$ cat src/rtl/mmc_pkg.sv
// Shared types and constants for the MMC game core: FSM states, winner encoding
// and count direction values.
package mmc_pkg;

  typedef enum logic [1:0] {
    WHO_NONE   = 2'b00,
    WHO_LOSER  = 2'b01,
    WHO_WINNER = 2'b10
  } who_t;

  typedef enum logic {
    PLAY = 1'b0,
    OVER = 1'b1
  } state_t;

  localparam logic DIR_UP = 1'b0;
  localparam logic DIR_DN = 1'b1;

endpackage

$ cat src/rtl/mmc_step_counter.sv
// Step counter for the MMC game: init load plus up/down stepping, wrapping by
// default or saturating at the rails when MMC_SAT_EN is defined.
module mmc_step_counter
  import mmc_pkg::*;
#(
  parameter int CNT_W  = 3,
  parameter int STEP_W = 2
) (
  input  logic              clk,
  input  logic              rst_n,
  input  logic              en,
  input  logic              clr,
  input  logic              dir,
  input  logic [STEP_W-1:0] step,
  input  logic              init,
  input  logic [CNT_W-1:0]  init_val,
  output logic [CNT_W-1:0]  count,
  output logic              hit_max,
  output logic              hit_min
);

  localparam logic [CNT_W-1:0] CNT_MAX  = '1;
  localparam logic [CNT_W-1:0] CNT_ZERO = '0;

  logic [CNT_W-1:0] count_reg;
  logic [CNT_W-1:0] count_nxt;
  logic             step_upd;

`ifdef MMC_SAT_EN
  // One extra bit of headroom so an upward overshoot is visible before clamping.
  localparam int WW = ((CNT_W > STEP_W) ? CNT_W : STEP_W) + 1;

  logic [WW-1:0] up_sum;
  logic          dn_under;

  assign up_sum   = WW'(count_reg) + WW'(step);
  assign dn_under = WW'(step) > WW'(count_reg);

  always_comb begin
    count_nxt = count_reg;
    if (dir == DIR_UP) begin
      if (up_sum > WW'(CNT_MAX)) count_nxt = CNT_MAX;
      else                       count_nxt = up_sum[CNT_W-1:0];
    end else begin
      if (dn_under) count_nxt = CNT_ZERO;
      else          count_nxt = count_reg - CNT_W'(step);
    end
  end
`else
  always_comb begin
    count_nxt = count_reg;
    if (dir == DIR_UP) count_nxt = count_reg + CNT_W'(step);
    else               count_nxt = count_reg - CNT_W'(step);
  end
`endif

  // Only a real step that moves the count can score; loads and holds never do.
  assign step_upd = en && !init && (step != '0) && (count_nxt != count_reg);
  assign hit_max  = step_upd && (count_nxt == CNT_MAX);
  assign hit_min  = step_upd && (count_nxt == CNT_ZERO);

  always_ff @(posedge clk or negedge rst_n) begin
    if (!rst_n) begin
      count_reg <= '0;
    end else if (clr) begin
      count_reg <= '0;
    end else if (en) begin
      if (init)              count_reg <= init_val;
      else if (step != '0)   count_reg <= count_nxt;
    end
  end

  assign count = count_reg;

endmodule

$ cat src/rtl/mmc_game_gen.sv
// MMC game core top: PLAY/OVER FSM, score registers, win pulses and ack handshake.
// Optional MMC_SAT_EN makes the counter saturate instead of wrap.
module mmc_game_gen
  import mmc_pkg::*;
#(
  parameter int CNT_W     = 3,
  parameter int STEP_W    = 2,
  parameter int SCORE_W   = 4,
  parameter int WIN_SCORE = 15
) (
  input  logic               clk,
  input  logic               rst_n,
  input  logic               dir,
  input  logic [STEP_W-1:0]  step,
  input  logic               init,
  input  logic [CNT_W-1:0]   init_val,
  input  logic               ack,
  output logic [CNT_W-1:0]   count,
  output logic               winner,
  output logic               loser,
  output logic [SCORE_W-1:0] winner_score,
  output logic [SCORE_W-1:0] loser_score,
  output logic               gameover,
  output logic [1:0]         who
);

  localparam logic [SCORE_W-1:0] WIN_VAL = SCORE_W'(WIN_SCORE);

  state_t             state_reg, state_next;
  who_t               who_reg, who_next;
  logic [SCORE_W-1:0] win_score_reg, win_score_next;
  logic [SCORE_W-1:0] lose_score_reg, lose_score_next;
  logic               winner_reg, winner_next;
  logic               loser_reg, loser_next;
  logic               cnt_en;
  logic               cnt_clr;
  logic               hit_max;
  logic               hit_min;

  // Kept outside the FSM process so the counter's hit flags never loop back.
  assign cnt_en  = (state_reg == PLAY);
  assign cnt_clr = (state_reg == OVER) && ack;

  mmc_step_counter #(
    .CNT_W  (CNT_W),
    .STEP_W (STEP_W)
  ) u_step_counter (
    .clk      (clk),
    .rst_n    (rst_n),
    .en       (cnt_en),
    .clr      (cnt_clr),
    .dir      (dir),
    .step     (step),
    .init     (init),
    .init_val (init_val),
    .count    (count),
    .hit_max  (hit_max),
    .hit_min  (hit_min)
  );

  always_comb begin
    state_next      = state_reg;
    who_next        = who_reg;
    win_score_next  = win_score_reg;
    lose_score_next = lose_score_reg;
    winner_next     = 1'b0;
    loser_next      = 1'b0;
    case (state_reg)
      PLAY: begin
        if (hit_max) begin
          winner_next    = 1'b1;
          win_score_next = win_score_reg + SCORE_W'(1);
          if (win_score_next == WIN_VAL) begin
            who_next   = WHO_WINNER;
            state_next = OVER;
          end
        end else if (hit_min) begin
          loser_next      = 1'b1;
          lose_score_next = lose_score_reg + SCORE_W'(1);
          if (lose_score_next == WIN_VAL) begin
            who_next   = WHO_LOSER;
            state_next = OVER;
          end
        end
      end
      OVER: begin
        if (ack) begin
          win_score_next  = '0;
          lose_score_next = '0;
          who_next        = WHO_NONE;
          state_next      = PLAY;
        end
      end
      default: state_next = PLAY;
    endcase
  end

  always_ff @(posedge clk or negedge rst_n) begin
    if (!rst_n) begin
      state_reg      <= PLAY;
      who_reg        <= WHO_NONE;
      win_score_reg  <= '0;
      lose_score_reg <= '0;
      winner_reg     <= 1'b0;
      loser_reg      <= 1'b0;
    end else begin
      state_reg      <= state_next;
      who_reg        <= who_next;
      win_score_reg  <= win_score_next;
      lose_score_reg <= lose_score_next;
      winner_reg     <= winner_next;
      loser_reg      <= loser_next;
    end
  end

  assign winner       = winner_reg;
  assign loser        = loser_reg;
  assign winner_score = win_score_reg;
  assign loser_score  = lose_score_reg;
  assign gameover     = (state_reg == OVER);
  assign who          = who_reg;

endmodule

$ cat config.mk
export PLATFORM = sky130hd
export DESIGN_NAME = mmc_game_gen
export DESIGN_NICKNAME = d
export VERILOG_FILES = /design/src/rtl/mmc_pkg.sv /design/src/rtl/mmc_step_counter.sv /design/src/rtl/mmc_game_gen.sv
export SDC_FILE = /design/constraint.sdc
export NUM_CORES = 1
export LEC_CHECK = 0
export ABC_AREA = 1
export BUFFER_PORTS_ARGS = -buffer_cell sky130_fd_sc_hd__buf_2
export CORE_UTILIZATION = 51
export CTS_CLUSTER_DIAMETER = 120
export CTS_CLUSTER_SIZE = 8
export DETAILED_ROUTE_END_ITERATION = 12
export HOLD_SLACK_MARGIN = 0.12
export PLACE_DENSITY = 0.77
export SYNTH_ARGS = -nofsm -noshare
export SYNTH_HDL_FRONTEND = slang
export SYNTH_SLANG_ARGS = --single-unit
$ cat constraint.sdc
create_clock -name clk -period 2.5 [get_ports clk]
set_clock_uncertainty 0.1 [all_clocks]
set_input_delay 0.375 -clock clk [delete_from_list [all_inputs] [get_ports clk]]
set_output_delay 0.375 -clock clk [all_outputs]
set_load 0.02 [all_outputs]
Yosys cells after proc, flatten, opt, wreduce, memory -nomap -nowiden
Cells that the tools add are included.

Memory bits (writable): 0. Memories kept: 0. Bits in registers: 16. Bits in read-only memories: 0. Bits in latches: 0. Output and inout bits: 16.

Reductions and logical operators: 14. $add $sub $neg: 4. Mux-type cells: 28. Eq/ne operators: 12. Multipliers: 0. Magnitude comparators: 0. Bitwise operators: 1. Div/mod/pow operators: 0. Shift operators: 0.

Operators with widths (count): $mux W4 (4); $pmux W4 S2 (2); $mux W3 (5); $mux W1 (10); $mux W2 (5); $ne A3 B3 Y1 const B (3); $add A4 B1 Y4 const B (2); $eq A4 B4 Y1 const B (2); $ne A2 B2 Y1 const B (4); $logic_and A1 B1 Y1 (6); $pmux W2 S2 (1); $reduce_and A2 Y1 (2); $reduce_and A4 Y1 (1); $add A3 B2 Y3 (1); $eq A3 B3 Y1 const B (1); $logic_not A3 Y1 (1); $ne A3 B3 Y1 (1); $reduce_and A3 Y1 (1); $reduce_bool A3 Y1 (1); $sub A3 B2 Y3 (1); $ne A2 B1 Y1 const B (1); $pmux W1 S2 (1); $reduce_bool A2 Y1 (1); $logic_not A1 Y1 (1); $not A1 Y1 (1).

Longest topological paths before layout
Gate-level depths: netlist of the first run.

Depth in word-level cells: 8. Gate-level depth with buffers: 17. Gate-level depth less buffers: 17.

Hierarchy
Synthesis of the first run repeated with hierarchy kept, for this count alone.

Cell total of the unflattened synthesis: 147. Area total of the unflattened synthesis: 1049.8 um^2.

Modules (own cells, without submodules): mmc_game_gen (seq. area each 325.3 um^2, instances 1, cells each 83, area each 681.9 um^2); mmc_step_counter (seq. area each 75.1 um^2, instances 1, cells each 64, area each 367.9 um^2).

Worst setup path after synthesis of the first run
Ideal clock, no wire load.

Path type: in2reg. From: input port step[0]. To: register state_reg (netlist: gameover). Data required time: 2.329 ns. Stages: 13. Library setup time: 0.071 ns. Data arrival time: 2.164 ns. Path buffers: 0. Slack: 0.165 ns. Cell sequence: inv_1 -> ha_1 -> nand2_1 -> o21ai_0 -> fa_1 -> inv_1 -> nand2_1 -> nand3_2 -> nand3_1 -> nand3_4 -> nand3_4 -> or2_1 -> nand3b_1.

Cells in the longest elaborated chain, start to end: 8.

RTL lines: start, declared (line mmc_game_gen.sv:14) `input logic [STEP_W-1:0] step,`; $add A3 B2 Y3 or $sub A3 B2 Y3 (tied branches) (line mmc_step_counter.sv:52, mmc_step_counter.sv:53); $mux W3 (line mmc_step_counter.sv:52) `if (dir == DIR_UP) count_nxt = count_reg + CNT_W'(step);`; $ne A3 B3 Y1 (line mmc_step_counter.sv:58) `assign step_upd = en && !init && (step != '0) && (count_nxt != count_reg);`; $logic_and A1 B1 Y1 (line mmc_step_counter.sv:58); $logic_and A1 B1 Y1 (line mmc_step_counter.sv:60) `assign hit_min = step_upd && (count_nxt == CNT_ZERO);`; $mux W1 (line mmc_game_gen.sv:77) `end else if (hit_min) begin`; $mux W1 * (line mmc_game_gen.sv:70) `if (hit_max) begin`; $pmux W1 S2 * (line mmc_game_gen.sv:68) `case (state_reg)`; net state_next (line mmc_game_gen.sv:29) `state_t state_reg, state_next;`; end signal, assigned (line mmc_game_gen.sv:107) `state_reg <= state_next;`; end, declared (line mmc_game_gen.sv:29).

The timed path passes the listed nets; every way through them passes the cells marked *. A chain may end at the register's enable or synchronous reset.

Worst setup path after layout of the first run
Same ends and word-level chain as after synthesis.

==> results of run 1 <==
[critical path, delay by kind of cell]
kind | cells | cell delay [ps]
AND/OR/NAND/NOR | 8 | 1010
adder cells (fa/ha/maj) | 2 | 730
buffers and inverters | 3 | 220
AO/OA/AOI/OAI | 1 | 110
[stage by stage]
step	total power, mW	setup TNS [ps]	hold slack, ps	area (um2)	instances
final	1.016	0	281.5	1231	172
after global routing	1.099	0	314.5	1231	172
after CTS	1.027	0	281.3	1231	172
after detailed placement	0.8477	-400.9	209.1	1185	167
after global placement	0.8273	-153.8	208.6	1185	167
after floorplan	0.7113	0	-20.59	1006	114
[path summary, 6_finish.rpt]
path | end | slack (ps) | cells after the start | startpoint
max | gameover$_DFF_PN0_ | 210 | 14 | step[0]
min reg2reg | who[0]$_DFFE_PN0P_ | 380 | 2 | who[0]$_DFFE_PN0P_
max reg2reg | gameover$_DFF_PN0_ | 270 | 8 | u_step_counter.count[0]$_DFFE_PN0P_
min | u_step_counter.count[2]$_DFFE_PN0P_ | 280 | 3 | init_val[2]
min in group asynchronous | loser_score[0]$_DFFE_PN0P_ | 410 | 2 | rst_n
max in group asynchronous | winner_score[0]$_DFFE_PN0P_ | 1620 | 2 | rst_n
[Yosys cell counts]
cell	instances
xnor2_1	3
nand4_1	1
o32ai_1	1
nor3_4	1
a21oi_2	2
or2_1	2
nand3_1	12
nand3b_1	2
nor2_1	6
nand3_2	2
xor2_1	2
nand2_1	23
nand2_2	2
dfrtp_1	16
ha_1	6
nand3_4	3
a31oi_1	1
o22ai_1	2
inv_1	13
o21ai_0	10
nand2_4	1
fa_1	1
inv_2	2
[layout make-up]
type,count,area share [%]
Multi-Input combinational cell,83,44.61
Sequential cell,16,32.52
Timing Repair Buffer,29,12.80
Inverter,15,4.573
Clock buffer,4,2.947
Tap cell,25,2.541
[per-layer routing]
metal	wire, um	vias up
met5	0	-
met2	1059	27
met4	40	0
met3	116	5
li1	-	445
met1	864	432
[power by group]
part / internal, mW / total (mW) / switching, mW
logic: 0.173 / 0.450 / 0.277
clock network: 0.0889 / 0.179 / 0.0903
registers: 0.320 / 0.387 / 0.0669
total: 0.582 / 1.02 / 0.434
[cells by family after synthesis]
kind of cell / Yosys count
and+or+nand+nor: 55
AOI/OAI and AO/OA: 16
DFF: 16
adders and majority gates: 7
buffers and inverters: 15
xor gates and xnor gates: 5
[what timing repair did]
action                                  in CTS  in global routing
endpoints found under the hold margin       16                  0
gates resized for setup                      0                  0
endpoints found under the setup margin       0                  0
hold buffers                                 1                  0
==> impl_metrics.py, run 1 <==
metrics = {
    "floorplanning": {
        "initial_utilization_pct": 56.42,
        "dieArea_mm2": 0.002154,
        "die_h_um": 46.41,
        "ios": 26,
        "design.core.area_mm2": 0.001783,
        "num_rows": 15,
        "die_x_um": 46.41,
    },
    "global_routing": {
        "grt_pass1_vias": 811,
        "grt_use_met2_pct": 40.83,
        "grtUsageMet1_pct": 28.68,
        "gr-total-overflow": 0,
        "grt_first_pass_wirelength_um": 3484,
        "grt_max_degree": 17,
        "grt-busiest-layer": "met2",
        "antenna_found_initial": 0,
        "grt_use_total_pct": 23.53,
        "grtUsageMet3_pct": 3.922,
    },
    "synthesis": {
        "ys_seq_elements": 16,
        "netlist_area_mm2": 0.001006,
        "synth_compound_area_share_pct": 9.453,
        "synth_cells": 114,
        "synth-simple-area-share_pct": 31.34,
        "synthXorXnorAreaFrac_pct": 4.353,
        "synthMuxAreaShare_pct": 0,
        "synth_top_family_by_area": "simple AND/OR/NAND/NOR gates",
        "yosys.area.top_type": "dfrtp_1",
        "synth_cell_types": 23,
        "synth.area.top_cells": "dfrtp_1 (40%), nand2_1 (8.6%), ha_1 (7.5%), nand3_1 (6.0%), nand3_4 (5.2%)",
        "synth_top_area_share_pct": 39.80,
        "syn_area_per_cell_um2": 8.824,
        "synth_fa_ha_area_share_pct": 9.453,
        "ys_seq_area_share_pct": 39.80,
        "synth_nets": 131,
        "ys_warn_count": 0,
    },
    "placement": {
        "port_buffers": 25,
        "dp_slack_ps": -78.53,
        "hpwlAfterDp_um": 1686,
        "gp_congestion": 0.8302,
    },
    "timing": {
        "worst_slack_ps": 214.9,
        "hold_violations": 0,
        "slew_headroom_pct": 72.85,
        "fin_crit_sh_pct": 91.40,
        "tightest_slew_ps": 403.0,
        "slew_violations": 0,
        "setup_viol": 0,
        "period_minus_slack_ps": 2285,
        "rsz0062_at_grt": "no",
        "max_freq_ghz": 0.4376,
    },
    "power": {
        "leakagePower_nw": 0.6644,
        "power_per_cell_area_mw_per_mm2": 825.5,
        "vdd.ir_drop.worst_v": 0.0004608,
    },
    "clock_network": {
        "clk_transition_reported_paths_ps": 100,
        "cts_tree": "built",
        "cts.htree.levels": 1,
        "cts_setup_buffers": 0,
        "cts_buffer_depth": 2,
        "cts_buffers": 3,
        "clock_latency_ps": 300,
        "clock_sinks": 16,
        "root_buffer": "clkbuf_4",
    },
    "route": {
        "drc": 0,
        "wirelength_um": 2080,
        "drt_iter0_drc": 21,
        "drtAntennaViolNets": 0,
        "vias": 909,
        "wl_per_cell_um": 12.09,
        "first_pass_iters": 4,
        "vias_per_cell": 5.285,
    },
    "critical_path": {
        "cp_slowest_stage_delay_ps": 450,
        "crit_chain": "buf_2, inv_1, ha_1, nand2_1, o21ai_0, fa_1, inv_1, nand2_1, nand3_2, nand3_1, nand3_4, nand3_4, or2_1, nand3b_1",
        "cp.arrival_ps": 2430,
        "cp_slowest_cell": "fa_1",
        "cp-end-kind": "flip-flop",
        "worstPathRequired_ps": 2650,
        "crit_fanout": 10,
        "critPathLaunchType": "input pin",
        "critPathKind": "input pin to flip-flop",
    },
    "final_layout": {
        "fillers": 148,
        "final_common_cell": "buf_2",
        "final_core_util_pct": 69.05,
        "drive_gt1_share_pct": 30.61,
        "antenna_cells": 0,
        "multi_input_area_um2": 549.3,
        "ff_latch_area_um2": 400.4,
        "final_nets": 165,
        "syn_to_final_growth_pct": 22.39,
        "mostFrequentLayoutCells": "buf_2 (25), nand2_1 (23), dfrtp_1 (16), inv_1 (13), nand3_1 (12)",
    },
    "outcome": {
        "status": "finished, final reports clean",
    },
    "hold_path": {
        "hold_class": "input pin to flip-flop",
    },
    "run": {
        "drv_cap": 0,
    },
}
(Power assumes the default switching activity.)
==> run 2: changes to the inputs <==
--- a/config.mk
+++ b/config.mk
@@ -6,13 +6,13 @@
 export NUM_CORES = 1
 export LEC_CHECK = 0
 export ABC_AREA = 1
-export BUFFER_PORTS_ARGS = -buffer_cell sky130_fd_sc_hd__buf_2
-export CORE_UTILIZATION = 51
+export CORE_UTILIZATION = 60
 export CTS_CLUSTER_DIAMETER = 120
 export CTS_CLUSTER_SIZE = 8
 export DETAILED_ROUTE_END_ITERATION = 12
+export DONT_BUFFER_PORTS = 1
 export HOLD_SLACK_MARGIN = 0.12
-export PLACE_DENSITY = 0.77
+export PLACE_DENSITY = 0.76
 export SYNTH_ARGS = -nofsm -noshare
 export SYNTH_HDL_FRONTEND = slang
 export SYNTH_SLANG_ARGS = --single-unit
==> run 2 against run 1 <==
Global-route usage increased by 1.9 points. Total power decreased by 5.4%. Clock power decreased by 3%. Critical path type is now flip-flop to flip-flop. Register-to-register slack got worse by 50 ps. Hold slack got worse by 82 ps. Setup slack improved by 4.9 ps.
==> impl_metrics.py, run 2 (synthesis results as in run 1) <==
metrics = {
    "clock_network": {
        "cts_setup_buffers": 0,
        "root_buffer": "clkbuf_4",
        "cts.htree.levels": 1,
        "clk_transition_reported_paths_ps": 100,
        "cts_tree": "built",
        "cts_buffers": 3,
        "clock_latency_ps": 290,
        "cts_buffer_depth": 2,
        "clock_sinks": 16,
    },
    "power": {
        "p_int_mw": 0.5429,
        "power_per_cell_area_mw_per_mm2": 875.9,
        "vdd.ir_drop.worst_v": 0.0005825,
        "power_frac_comb_pct": 33.9,
        "clkPwrFrac_pct": 18.0,
        "power.switching_mw": 0.4183,
        "switching_share_pct": 43.52,
        "leakagePower_nw": 0.5486,
        "total_power_mw": 0.9612,
        "pwr-share-seq_pct": 48.0,
    },
    "timing": {
        "period_minus_slack_ps": 2280,
        "fin_tns_setup_ps": 0,
        "setup_viol": 0,
        "tightest_slew_ps": 690.5,
        "hold_ws_ps": 199.6,
        "fin_crit_sh_pct": 91.21,
        "slew_headroom_pct": 53.81,
        "slew_violations": 0,
        "hold_violations": 0,
        "max_freq_ghz": 0.4385,
        "rsz0062_at_grt": "no",
    },
    "route": {
        "wl_per_cell_um": 14.52,
        "drtAntennaViolNets": 0,
        "drc": 0,
        "first_pass_iters": 4,
        "vias": 823,
        "drt_iter0_drc": 28,
        "wirelength_um": 2004,
        "vias_per_cell": 5.964,
    },
    "critical_path": {
        "cp_slowest_cell": "fa_2",
        "cpLargestDelayFamily": "adder cells",
        "critPathLaunchType": "flip-flop",
        "cp_slowest_stage_delay_ps": 480,
        "rr_startpoint": "u_step_counter.count[0]$_DFFE_PN0P_",
        "crit_chain": "inv_1, ha_1, fa_2, xnor2_1, a21oi_2, nand3_4, nand3_4, inv_2, nand2_1, nand2_1, nand2_1, nand2_1",
        "worst_path_most_repeated_cell": "nand2_1",
        "cp-end-kind": "flip-flop",
        "worstPathRequired_ps": 2580,
        "startpoint": "u_step_counter.count[0]$_DFFE_PN0P_",
        "cp.arrival_ps": 2360,
        "crit_fanout": 10,
        "crit_buf_inv": 2,
        "critPathKind": "flip-flop to flip-flop",
    },
    "hold_path": {
        "hold_class": "input pin to flip-flop",
        "min-delay-start": "ack",
    },
    "floorplanning": {
        "ios": 26,
        "die_x_um": 42.95,
        "die_h_um": 42.95,
        "num_rows": 14,
        "design.core.area_mm2": 0.001541,
        "dieArea_mm2": 0.001844,
        "initial_utilization_pct": 65.26,
    },
    "global_routing": {
        "antenna_found_initial": 0,
        "grt_use_total_pct": 25.45,
        "grt_first_pass_wirelength_um": 3401,
        "grt_max_degree": 17,
        "grt_pass1_vias": 795,
        "gr-total-overflow": 0,
    },
    "final_layout": {
        "fin_area_mm2": 0.001097,
        "drive_gt1_share_pct": 17.21,
        "mostFrequentLayoutCells": "nand2_1 (23), dfrtp_1 (16), inv_1 (13), nand3_1 (12), o21ai_0 (10)",
        "antenna_cells": 0,
        "syn_to_final_growth_pct": 9.079,
        "final_common_cell": "nand2_1",
        "final_nets": 140,
    },
    "placement": {
        "port_buffers": 0,
        "hpwlAfterDp_um": 1566,
        "gp_congestion": 0.8610,
        "dpl-instance-area_mm2": 0.001049,
    },
    "outcome": {
        "status": "finished, final reports clean",
    },
    "run": {
        "drv_cap": 0,
    },
}
run 2: cell count changes in the layout (fill, tap and decap cells not counted):
| cell | previous run | this run |
|---|---|---|
| buf_2 | 25 | 0 |
| fa_1 | 1 | 0 |
| fa_2 | 0 | 1 |
run 2: power groups by stage:
stage / sequential [mW] / clock [mW] / combinational, mW
floorplan: 0.462 / 0 / 0.249
global placement: 0.465 / 0 / 0.304
detailed placement: 0.470 / 0 / 0.317
CTS: 0.463 / 0.178 / 0.327
global route: 0.473 / 0.186 / 0.379
finish: 0.462 / 0.173 / 0.326
run 2: final cells by class:
class                   count  area, um2
repair buffers              4      32.53
fillers                   124      444.2
inverters                  15      56.30
clock buffers               4      36.28
flip-flops and latches     16      400.4
multi-input cells          83      551.8
well taps                  16      20.02
run 2: routing by layer:
| metal | up-vias | GRT usage (%) | routed length, um |
|---|---|---|---|
| li1 | 397 | - | - |
| met1 | 376 | 34.27 | 860 |
| met2 | 42 | 38.48 | 927 |
| met3 | 8 | 5.532 | 159 |
| met4 | 0 | 13.33 | 57 |
| met5 | - | 0 | 0 |
run 2: repair_timing:
action / in CTS / in global routing
endpoints found under the hold margin: 16 / 0
hold buffers: 1 / 0
gates resized for setup: 0 / 1
endpoints found under the setup margin: 0 / 4
run 2: through the flow:
stage                     setup WS [ps]  utilization (%)  std cells
final                             219.7            71.19        138
after global routing              33.67            71.19        138
after CTS                         193.8            71.02        138
after detailed placement         -86.53            68.02        133
after global placement            23.51            68.02        133
after floorplan                   164.8                -        114
run 2: worst paths after layout:
check	end	slack (ps)	cells past startpoint
max	who[1]$_DFFE_PN0P_	220	12
min	gameover$_DFF_PN0_	200	2
max reg2reg	who[1]$_DFFE_PN0P_	220	12
min reg2reg	u_step_counter.count[1]$_DFFE_PN0P_	530	2
max in group asynchronous	winner_score[2]$_DFFE_PN0P_	1400	1
min in group asynchronous	u_step_counter.count[2]$_DFFE_PN0P_	450	1
